==> src/rtl/bmaxpool_pkg.sv <==
// rtl/bmaxpool_pkg.sv - shared types and constants for the binary max-pool sequencer
package bmaxpool_pkg;

  typedef enum logic [1:0] {
    IDLE  = 2'd0,
    ROW_A = 2'd1,
    ROW_B = 2'd2,
    EMIT  = 2'd3
  } bmp_state_t;

  // Pooling window edge: each output bit covers POOL_W columns of POOL_W rows.
  localparam int POOL_W = 2;

endpackage

==> src/rtl/bmaxpool_row_or.sv <==
// rtl/bmaxpool_row_or.sv - combinational 2x2 OR reduction of a row pair
module bmaxpool_row_or
  import bmaxpool_pkg::*;
#(
  parameter int O_SIZE = 13
) (
  input  logic [POOL_W*O_SIZE-1:0] row_a,
  input  logic [POOL_W*O_SIZE-1:0] row_b,
  output logic [O_SIZE-1:0]        pooled
);

  for (genvar j = 0; j < O_SIZE; j++) begin : g_col
    assign pooled[j] = |{row_a[POOL_W*j +: POOL_W], row_b[POOL_W*j +: POOL_W]};
  end

endmodule

==> src/rtl/bmaxpool_seq.sv <==
// rtl/bmaxpool_seq.sv - row-pair sequencer for binary 2x2 max-pool; stall counter under BMAXPOOL_SEQ_STALL_CNT_EN
module bmaxpool_seq #(
  parameter int I_SIZE  = 26,
  parameter int O_SIZE  = 13,
  parameter int STALL_W = 16
) (
  input  logic                       clk,
  input  logic                       rst,
  input  logic                       start,
  output logic                       busy,
  input  logic                       in_valid,
  output logic                       in_ready,
  input  logic [I_SIZE-1:0]          in_row,
  output logic                       out_valid,
  input  logic                       out_ready,
  output logic [O_SIZE-1:0]          out_row,
  output logic [$clog2(O_SIZE)-1:0]  out_idx,
  output logic                       frame_done,
  output logic [STALL_W-1:0]         stall_cnt
);
  import bmaxpool_pkg::*;

  localparam int IDX_W = $clog2(O_SIZE);
  localparam logic [IDX_W-1:0] LAST_IDX = IDX_W'(O_SIZE - 1);

  if (I_SIZE != POOL_W * O_SIZE) begin : g_size_check
    $error("bmaxpool_seq: I_SIZE must equal 2*O_SIZE");
  end

  bmp_state_t          state;
  logic [I_SIZE-1:0]   row_buf;
  logic [O_SIZE-1:0]   pooled;
  logic                in_fire;
  logic                out_fire;
  logic                start_fire;

  assign busy     = (state != IDLE);
  assign in_ready = (state == ROW_A) || (state == ROW_B);
  assign in_fire  = in_valid && in_ready;
  assign out_fire = out_valid && out_ready;
  // A start landing on the frame_done cycle is dropped so the source must re-pulse.
  assign start_fire = start && (state == IDLE) && !frame_done;

  bmaxpool_row_or #(
    .O_SIZE (O_SIZE)
  ) u_row_or (
    .row_a  (row_buf),
    .row_b  (in_row),
    .pooled (pooled)
  );

  always_ff @(posedge clk or posedge rst) begin
    if (rst) begin
      state      <= IDLE;
      row_buf    <= '0;
      out_valid  <= 1'b0;
      out_row    <= '0;
      out_idx    <= '0;
      frame_done <= 1'b0;
    end else begin
      frame_done <= 1'b0;
      case (state)
        IDLE: begin
          if (start_fire) begin
            out_idx <= '0;
            state   <= ROW_A;
          end
        end
        ROW_A: begin
          if (in_fire) begin
            row_buf <= in_row;
            state   <= ROW_B;
          end
        end
        ROW_B: begin
          if (in_fire) begin
            out_row   <= pooled;
            out_valid <= 1'b1;
            state     <= EMIT;
          end
        end
        EMIT: begin
          if (out_fire) begin
            out_valid <= 1'b0;
            if (out_idx == LAST_IDX) begin
              frame_done <= 1'b1;
              out_idx    <= '0;
              state      <= IDLE;
            end else begin
              out_idx <= out_idx + 1'b1;
              state   <= ROW_A;
            end
          end
        end
        default: state <= IDLE;
      endcase
    end
  end

`ifdef BMAXPOOL_SEQ_STALL_CNT_EN
  // Saturating count of back-pressured output cycles; survives frame_done until the next start.
  always_ff @(posedge clk or posedge rst) begin
    if (rst) begin
      stall_cnt <= '0;
    end else if (start_fire) begin
      stall_cnt <= '0;
    end else if (out_valid && !out_ready && (stall_cnt != {STALL_W{1'b1}})) begin
      stall_cnt <= stall_cnt + 1'b1;
    end
  end
`else
  assign stall_cnt = '0;
`endif

endmodule
==> config.mk <==
export PLATFORM = sky130hd
export DESIGN_NAME = bmaxpool_seq
export DESIGN_NICKNAME = d
export VERILOG_FILES = /design/src/rtl/bmaxpool_pkg.sv /design/src/rtl/bmaxpool_row_or.sv /design/src/rtl/bmaxpool_seq.sv
export SDC_FILE = /design/constraint.sdc
export NUM_CORES = 1
export LEC_CHECK = 0
export CAP_MARGIN = 10
export CORE_MARGIN = 2
export CORE_UTILIZATION = 42
export DETAILED_ROUTE_END_ITERATION = 8
export GPL_ROUTABILITY_DRIVEN = 1
export PLACE_DENSITY = 0.87
export RECOVER_POWER = 50
export SYNTH_ARGS = -nofsm -noshare
export SYNTH_HDL_FRONTEND = slang
export SYNTH_SLANG_ARGS = --single-unit
==> constraint.sdc <==
create_clock -name clk -period 1.54 [get_ports clk]
set_clock_uncertainty 0.05 [all_clocks]
set_input_delay 0.308 -clock clk [delete_from_list [all_inputs] [get_ports clk]]
set_output_delay 0.308 -clock clk [all_outputs]
set_load 0.03 [all_outputs]
After elaboration in Yosys (flattened, before gate mapping)
Cells that the tools add are included.
{"block": "word_totals", "wordCells": 59, "input_bits": 31, "reg_bits": 47}
{"block": "classes", "eq_ne": 8, "reduce_logical": 28, "mux": 16, "addsub": 1}
{"operator": "OR reduction 4 bit", "count": 13}
{"operator": "2-to-1 mux 4 bit", "count": 3}
{"operator": "2-to-1 mux 2 bit", "count": 4}
{"operator": "inequality test 2 bit (second input constant)", "count": 4}
{"operator": "case mux 2 bit (4 select lines)", "count": 1}
{"operator": "case mux 4 bit (2 select lines)", "count": 1}
{"operator": "2-to-1 mux 1 bit", "count": 6}
{"operator": "AND reduction 3 bit", "count": 2}
{"operator": "nonzero test 2 bit", "count": 3}
{"operator": "adder 4 x 1 -> 4 bit (second input constant)", "count": 1}
{"operator": "equality test 2 bit (second input constant)", "count": 2}
{"operator": "equality test 4 bit (second input constant)", "count": 1}
{"operator": "logical AND 1 bit", "count": 4}
{"operator": "AND reduction 2 bit", "count": 2}
{"operator": "AND reduction 4 bit", "count": 1}
{"operator": "equality test 2 x 1 -> 1 bit (second input constant)", "count": 1}
{"operator": "logical NOT 2 bit", "count": 1}
{"operator": "case mux 1 bit (2 select lines)", "count": 1}
{"operator": "logical NOT 1 bit", "count": 1}
{"operator": "logical OR 1 bit", "count": 1}

Depth between registers and ports, before layout
Gate-level depths: netlist of run 1.
{"block": "logic_depth", "word_depth": 5, "depth_mapped": 7, "ltp_nobuf": 6}

Cells and area by module
From an unflattened synthesis of run 1, not the netlist that was laid out.
{"block": "hier_totals", "hier_cells": 174, "area_unflattened_um2": 2253.4}
{"module": "bmaxpool_seq", "instances": 1, "area_per_inst_um2": 2155.8, "cells_per_inst": 161}
{"module": "bmaxpool_row_or", "instances": 1, "area_per_inst_um2": 97.6, "cells_per_inst": 13}

Worst setup path after synthesis of run 1
Ideal clock, no wire load.
{"block": "synth_path", "path_type": "register to register", "from": "register state[1]", "to": "register state[0]", "setup_slack_ps": -390, "synth_period_minus_slack_ps": 1930, "required_time_ps": 1366, "path_stages_with_launch": 7, "setup_time_ps": 124, "arrival_time_ps": 1756, "path_buffers": 0, "path_cell_list": "dfrtp_1 -> inv_1 -> ha_1 -> a21boi_1 -> a2111oi_4 -> a21oi_2 -> o21bai_1"}
{"block": "synth_via", "elab_chain_cells": 5, "elab_cells_between_ends": 14, "cone_classes": "7 x eq/ne; 1 x mux; 6 x reduce/logical"}
{"item": "start: declaration", "line_no": "bmaxpool_seq.sv:30", "rtl": "bmp_state_t state;"}
{"item": "start signal: assignment", "line_no": "bmaxpool_seq.sv:54", "rtl": "state <= IDLE;"}
{"item": "start signal: assignment", "line_no": "bmaxpool_seq.sv:66", "rtl": "state <= ROW_A;"}
{"item": "start signal: assignment", "line_no": "bmaxpool_seq.sv:72", "rtl": "state <= ROW_B;"}
{"item": "equality test 2 x 1 -> 1 bit or equality test 2 bit (tied branches)", "line_no": "bmaxpool_seq.sv:38", "rtl": "assign in_ready = (state == ROW_A) || (state == ROW_B);"}
{"item": "logical OR 1 bit *", "line_no": "bmaxpool_seq.sv:38"}
{"item": "net in_ready", "line_no": "bmaxpool_seq.sv:12", "rtl": "output logic in_ready,"}
{"item": "logical AND 1 bit *", "line_no": "bmaxpool_seq.sv:39", "rtl": "assign in_fire = in_valid && in_ready;"}
{"item": "inequality test 2 bit (no line)"}
{"item": "AND reduction 4 bit (no line) *"}
The timed path passes the listed nets; every way through them passes the cells marked *.
A chain may end at the register's enable or synchronous reset.

Worst setup path in the final report of run 1
{"block": "layout_path", "from": "register state[0]", "to": "output port in_ready"}
{"block": "layout_via", "elab_chain_cells": 2, "elab_cells_between_ends": 3, "cone_classes": "2 x eq/ne; 1 x reduce/logical"}
{"item": "equality test 2 x 1 -> 1 bit or equality test 2 bit (tied branches)", "line_no": "bmaxpool_seq.sv:38"}
{"item": "logical OR 1 bit *", "line_no": "bmaxpool_seq.sv:38"}
{"item": "end: declaration", "line_no": "bmaxpool_seq.sv:12"}
Mark *: on every way between the ends. The rest lies on a longest branch, timed or not.

==> summary.md, run 1 <==
| Metric | Value |
|---|---|
| NetSw | `around 2300 uW` |
| Diode count | `0` |
| Sw Ratio | `0.382` |
| Logic gate share of total power | `0.530` |
| Worst Tran Pin Value | `0.513 ns` |
| Top sig layer | `met4` |
| CTS root buffer | `clkbuf_8` |
| WHS | `0.398 ns` |
| Final period util | `1.12` |
| Seq/Total Area, Yosys | `0.533` |
| Total CTS buffers | `5` |
| Ports | `slightly below 70` |
| Clk pin slew, worst setup/hold paths | `~0.090 ns` |
| Layout area overhead | `41.5%` |
| Core Util, Final | `0.615` |
| Most frequent cells in the layout | `dfrtp_1, clkdlybuf4s50_1, mux2_2` |
| GP Congestion | `0.779` |
| Post-synthesis cell area | `approximately 2200 um2` |
| GRT overflow | `0` |
| Global-route wire length before repair | `roughly 8000 um` |
| FP Rows | `26` |
| Leading cell type in the layout, fill and taps excluded | `dfrtp_1` |
| Slew headroom | `0.658` |
| H-Tree Depth | `2` |
| Critical Path Source | `state[0]` |
| Largest net degree at the start of global routing | `28` |
| Sequential power share | `0.353` |
| I/O Buffers | `51` |
| Crit path arrival time | `roughly 1.4 ns` |
| Placed Instance Area | `between 2000 and 3000 um2` |
| Syn avg cell area | `11.7 um2` |
| WL final | `around 4600 um` |
| Slew Viols, Final | `0` |
| Clock Latency Late Sink | `0.29 ns` |
| Clock sinks | `47` |
| Total power | `slightly above 6000 uW` |
| 1st-iter DRT viols | `64` |
| Status | `finished, violations left` |
| Max Clock Freq | `between 0.5 and 0.6 GHz` |
| Leakage | `0.00132 uW` |
| Number of nets in the layout | `305` |
| Share of post-route cells with drive strength above 1 | `0.311` |
| Worst setup EP type | `primary output` |
| Maximum buffer depth of the clock tree | `2` |
| Synth Register Bits | `47` |
| Synth cell types | `30` |
| Setup slack after layout | `-0.182 ns` |
| Unrepaired setup endpoints after global routing | `true` |
| Final instance area | `around 3100 um2` |
| # setup viols final | `31` |
| Final min period | `approximately 1.7 ns` |
| Setup crit start kind | `flip-flop` |
| Tot GR Track Use | `0.169` |
| Final hold vios | `0` |
| Failing checks | `negative setup slack` |
| Initial DRT Pass Iterations | `6` |
| Die Y | `76.5 um` |
| Detailed-route wire length per cell | `~14 um` |
| Max-cap violations | `0` |
| Starting Density | `0.435` |
| YS warnings | `0` |
| Hold Crit Class | `in2async` |
| Routed vias/inst | `4.98` |
| Met2 WL post-DR | `between 2000 and 2500 um` |
| CTS tree | `built` |
| Setup tns final | `-4.65 ns` |
| Mapped Cells | `188` |
| Worst r2r src | `state[0]` |
| Core footprint | `about 5100 um2` |
| WL met3 | `approximately 230 um` |
| Critical Path RT | `1.18 ns` |
| Worst IR drop on VDD | `approximately 0.96 mV` |
| Vias | `1678` |
| Total die area | `around 5800 um2` |
| Drt drc | `0` |
| Met1 WL | `roughly 1900 um` |
| Vias in the first global route | `about 1700` |
| Crit path kind | `reg2out` |
| Crit Path Max Fanout | `4` |
| Detailed-placement wirelength estimate | `3280 um` |
| Pwr per Cell Area | `slightly below 2000 nW/um2` |
| Initial antenna violation count | `0` |
| Die Wd | `roughly 76 um` |
| Internal Power | `approximately 3800 uW` |
| Clock network fraction of total power | `0.117` |
| Worst reg-to-reg path cell count | `7` |
| Post-DRT Antenna Nets | `0` |
-- synth_stat cells, drive strengths merged --
cell     number  area, um2
a211oi        1       7.51
o21ai         7       38.8
nand3         5       30.0
mux2         26        293
nand4         3       18.8
o21a          2       15.0
mux2i         2       20.0
a2111oi       1       27.5
buf          21        145
nand2         2       7.51
nor2         17       63.8
clkbuf        1       3.75
nand2b        1       13.8
a21oi        17       88.8
a21boi        2       18.8
dfrtp        47       1180
inv           6       22.5
conb          1       3.75
o31ai         1       7.51
ha            7       87.6
o21bai        1       7.51
and2          1       6.26
o41ai         1       8.76
nor4         13       81.3
nor2b         2       12.5
-- final timing paths --
kind	to	slack, ns
setup / recovery	in_ready	-0.18
hold / removal	out_row[10]	0.40
setup reg to reg	row_buf[1]	-0.17
hold reg to reg	state[0]	0.46
max in group asynchronous	row_buf[15]	0.20
min in group clk	state[0]	0.46
-- registers in the layout, indices dropped and copies added, names as in the netlist --
register / flops
row_buf: 26
out_row: 13
out_idx: 4
state: 2
frame_done: 1
out_valid: 1
-- power by group through the flow --
stage               Combinational (uW)  Clock [uW]  Sequential [uW]
detailed placement                2920           0             2170
finish                            3240         713             2150
CTS                               3050         748             2140
global route                      3530         784             2230
floorplan                         1540           0             2490
global placement                  2850           0             2130
-- kinds of logic (layout without fill, tap and decap cells) --
family | after synthesis | after routing | share of synthesized area
compound gates | 33 | 33 | 0.0998
fa+ha+maj | 7 | 7 | 0.0397
buf+inv | 28 | 92 | 0.0777
flops | 47 | 47 | 0.533
mux | 28 | 28 | 0.142
other cells | 1 | 16 | 0.00170
simple gates | 44 | 44 | 0.106
-- layout make-up --
| type | instances | area (um2) |
|---|---|---|
| Clock buffer | 5 | 68.8 |
| Sequential cell | 47 | 1180 |
| Inverter | 6 | 22.5 |
| Timing Repair Buffer | 79 | 758 |
| Multi-Input combinational cell | 128 | 991 |
| Fill cell | 425 | 1950 |
| Clock inverter | 2 | 13.8 |
| Tap cell | 70 | 87.6 |
-- through the flow --
stage / instances / worst slack (ns)
floorplan: 203 / -0.0401
global placement: 319 / -0.217
detailed placement: 319 / -0.264
CTS: 333 / -0.138
global route: 337 / -0.246
finish: 337 / -0.182
-- critical path: stages (launching register included) --
cell	delay, ns
dfrtp_2	0.40
inv_2	0.05
buf_4	0.13
ha_4	0.25
buf_6	0.12
buf_6	0.13
-- timing repair --
item	in CTS	in global routing
setup buffers	7	4
pin swaps	2	2
resized for setup	26	14
endpoints found under the setup margin	51	47
gates cloned	0	0
hold buffers	0	0
-- per-layer routing --
layer / vias to the layer above / GRT usage
li1: 798 / -
met1: 820 / 0.206
met2: 56 / 0.299
met3: 4 / 0.0367
met4: 0 / 0.0527
met5: - / 0
Power figures use the tool's default switching activity.
==> run 2: changes to the inputs <==
CORE_UTILIZATION = 46   (was 42)
PLACE_DENSITY = 0.9   (was 0.87)
SLEW_MARGIN = 20   (was unset)
clock period = 1.75 ns   (was 1.54 ns; I/O delays follow)
==> run 2 against run 1 <==
Against the previous run:
- count of clock-buffer cells in the layout up 1
- hold slack improved by 0.066 ns
- global-route usage rose by 0.63 points
- highest routed layer unchanged
- largest power group unchanged
- first-iteration DRC count grew 7.8%
- setup slack gained 0.23 ns
- critical endpoint is now state[0]
- sequential share of layout area increased by 1.1 points
- cell count shrank 8.9%
- via count is 4.2% lower
- the run now ends clean
==> summary.md, run 2 (synthesis results as in run 1) <==
| Metric | Value |
|---|---|
| Number of fill cells | `348 (was 425)` |
| Largest net degree at the start of global routing | `48 (was 28)` |
| Global-route wire length before repair | `7200 um (was 8020 um)` |
| GP Congestion | `0.851 (was 0.779)` |
| Placed instance count | `297 (was 319)` |
| Maximum buffer depth of the clock tree | `2 (unchanged)` |
| 1st-iter DRT viols | `69 (was 64)` |
| # setup viols final | `0 (was 31)` |
| Final period util | `0.973` |
| Worst setup EP type | `flip-flop (was primary output)` |
| Leakage | `0.00130 uW (was 0.00132 uW)` |
| I/O Buffers | `51 (unchanged)` |
| Initial antenna violation count | `0 (unchanged)` |
| Footprint of the multi-input gates | `960 um2 (was 991 um2)` |
| Max FFs per register | `26 (unchanged)` |
| Crit Path Max Fanout | `4 (unchanged)` |
| CTS root buffer | `clkbuf_8 (unchanged)` |
| FP Rows | `25 (was 26)` |
| Total die area | `5370 um2 (was 5850 um2)` |
| Leading cell type in the layout, fill and taps excluded | `dfrtp_1 (unchanged)` |
| Initial DRT Pass Iterations | `4 (was 6)` |
| Final cell count without fillers | `307 (was 337)` |
| Final min period | `around 1.7 ns` |
| H-Tree Depth | `2 (unchanged)` |
| Register area | `1180 um2 (about the same)` |
| Drt drc | `0 (unchanged)` |
| Critical Path RT | `1.88 ns (was 1.18 ns)` |
| Pwr per Cell Area | `1760 nW/um2 (was 1960 nW/um2)` |
| Diode count | `0 (unchanged)` |
| Vias in the first global route | `1626 (was 1713)` |
| GRT overflow | `0 (unchanged)` |
| Die Wd | `73.3 um (was 76.5 um)` |
| Worst Tran Pin Value | `1.16 ns (was 0.513 ns)` |
| Largest regs | `row_buf x26, out_row x13, out_idx x4 (unchanged)` |
| WHS | `0.464 ns (was 0.398 ns)` |
| Starting Density | `0.473 (was 0.435)` |
| Clk pin slew, worst setup/hold paths | `0.09 ns (about the same)` |
| CP endpoint | `state[0] (was in_ready)` |
| Slew headroom | `0.224 (was 0.658)` |
| Max incr delay on CP | `0.43 ns (was 0.40 ns)` |
| Hold Crit Class | `reg2reg (was in2async)` |
| Share of post-route cells with drive strength above 1 | `0.245 (was 0.311)` |
| CP max stage cell | `a2111oi_4 (was dfrtp_2)` |
| Crit path kind | `reg2reg (was reg2out)` |
| Worst reg-to-reg path cell count | `6 (was 7)` |
| Detailed-route wire length per cell | `14.4 um (was 13.6 um)` |
| Top reg by flops | `row_buf (unchanged)` |
| WP buf/inv | `1 (was 4)` |
| Reg-to-reg endpoint | `state[0] (was row_buf[1])` |
| Flop-to-flop setup slack | `0.05 ns (was -0.17 ns)` |
| Critical path's top delay family | `compound AO/OA/AOI/OAI gates (was buffers and inverters)` |
| Max-cap violations | `0 (unchanged)` |
| Status | `finished clean (was finished, violations left)` |
| Cells along the critical path | `buf_6 > ha_4 > a21boi_4 > a2111oi_4 > a21oi_2 > o21bai_1 (was inv_2 > buf_4 > ha_4 > buf_6 > buf_6)` |
| Max Clock Freq | `roughly 0.59 GHz` |
| Clock sinks | `47 (unchanged)` |
| Total power | `5320 uW (was 6110 uW)` |
| Critical Path Source | `state[0] (unchanged)` |
| Tot GR Track Use | `0.176 (was 0.169)` |
| CTS tree | `built (unchanged)` |
| Core footprint | `4660 um2 (was 5070 um2)` |
| Setup tns final | `0 ns (was -4.65 ns)` |
| Vias | `1607 (was 1678)` |
| Detailed-placement wirelength estimate | `3120 um (was 3280 um)` |
| WP depth | `6 (was 5)` |
| Post-DRT Antenna Nets | `0 (unchanged)` |
| Die Y | `73.3 um (was 76.5 um)` |
| Number of nets in the layout | `290 (was 305)` |
| Unrepaired setup endpoints after global routing | `true (unchanged)` |
| Most frequent cells in the layout | `dfrtp_1, clkdlybuf4s50_1, mux2_2 (unchanged)` |
| Clock Latency Late Sink | `0.29 ns (about the same)` |
| Slew Viols, Final | `0 (unchanged)` |
| Setup crit start kind | `flip-flop (unchanged)` |
| Crit path arrival time | `1.84 ns (was 1.36 ns)` |
| Ports | `68 (unchanged)` |
| Routed vias/inst | `5.23 (was 4.98)` |
| Final hold vios | `0 (unchanged)` |
| WL final | `4430 um (was 4570 um)` |
| Worst r2r src | `state[0] (unchanged)` |
| Total CTS buffers | `5 (unchanged)` |
| Worst IR drop on VDD | `1.19 mV (was 0.958 mV)` |
| Layout area overhead | `37.1% (was 41.5%)` |
-- run 2: timing repair --
item                       CTS  global route
resized for setup            7            25
setup endpoints to repair    6            17
pin swaps                    1             2
hold buffers                 0             0
gates cloned                 0             0
buffers inserted             1             1
-- run 2: final cells by class --
| cell class | instances | share of cell area |
|---|---|---|
| clock inverters | 2 | 0.0199 |
| multi-input cells | 128 | 0.317 |
| well taps | 54 | 0.0223 |
| inverters | 6 | 0.00745 |
| repair buffers | 64 | 0.220 |
| flip-flops and latches | 47 | 0.389 |
| clock buffers | 6 | 0.0240 |
-- run 2: worst min path at each step --
| stage | start | end | cells past startpoint |
|---|---|---|---|
| 6_report | row_buf[16] | row_buf[16] | 1 |
| 5_1_grt | row_buf[10] | row_buf[10] | 1 |
| 4_1_cts | rst | row_buf[0] | 3 |
| 3_5_place_dp | row_buf[16] | row_buf[16] | 1 |
| 3_3_place_gp | row_buf[20] | row_buf[20] | 1 |
| 2_1_floorplan | row_buf[14] | row_buf[14] | 1 |
-- run 2: stage by stage --
step / worst slack, ns / instance area [um2] / util
2_1_floorplan: 0.0127 / 2270 / -
3_3_place_gp: -0.0310 / 2820 / 0.605
4_1_cts: 0.00245 / 2960 / 0.634
5_1_grt: -0.00420 / 3020 / 0.649
6_report: 0.0471 / 3020 / 0.649
3_5_place_dp: -0.0750 / 2820 / 0.605
-- run 2: per-layer routing --
layer / vias to the layer above / track usage / part of all wire
met2: 54 / 0.303 / 0.52
met4: 0 / 0.0597 / 0.0095
met5: - / 0 / 0
li1: 763 / - / -
met3: 7 / 0.0480 / 0.055
met1: 783 / 0.210 / 0.41
-- run 2: worst reg2reg max path, cell delays in order (launching register included) --
cell and delay [ns]:
dfrtp_1 0.42, buf_6 0.14, ha_4 0.15, a21boi_4 0.15, a2111oi_4 0.43, a21oi_2 0.09
o21bai_1 0.16
-- run 2: where the power goes --
part | total [uW] | internal (uW) | switching, uW
logic | 2520 | 1220 | 1300
registers | 1870 | 1590 | 280
clock network | 926 | 571 | 355
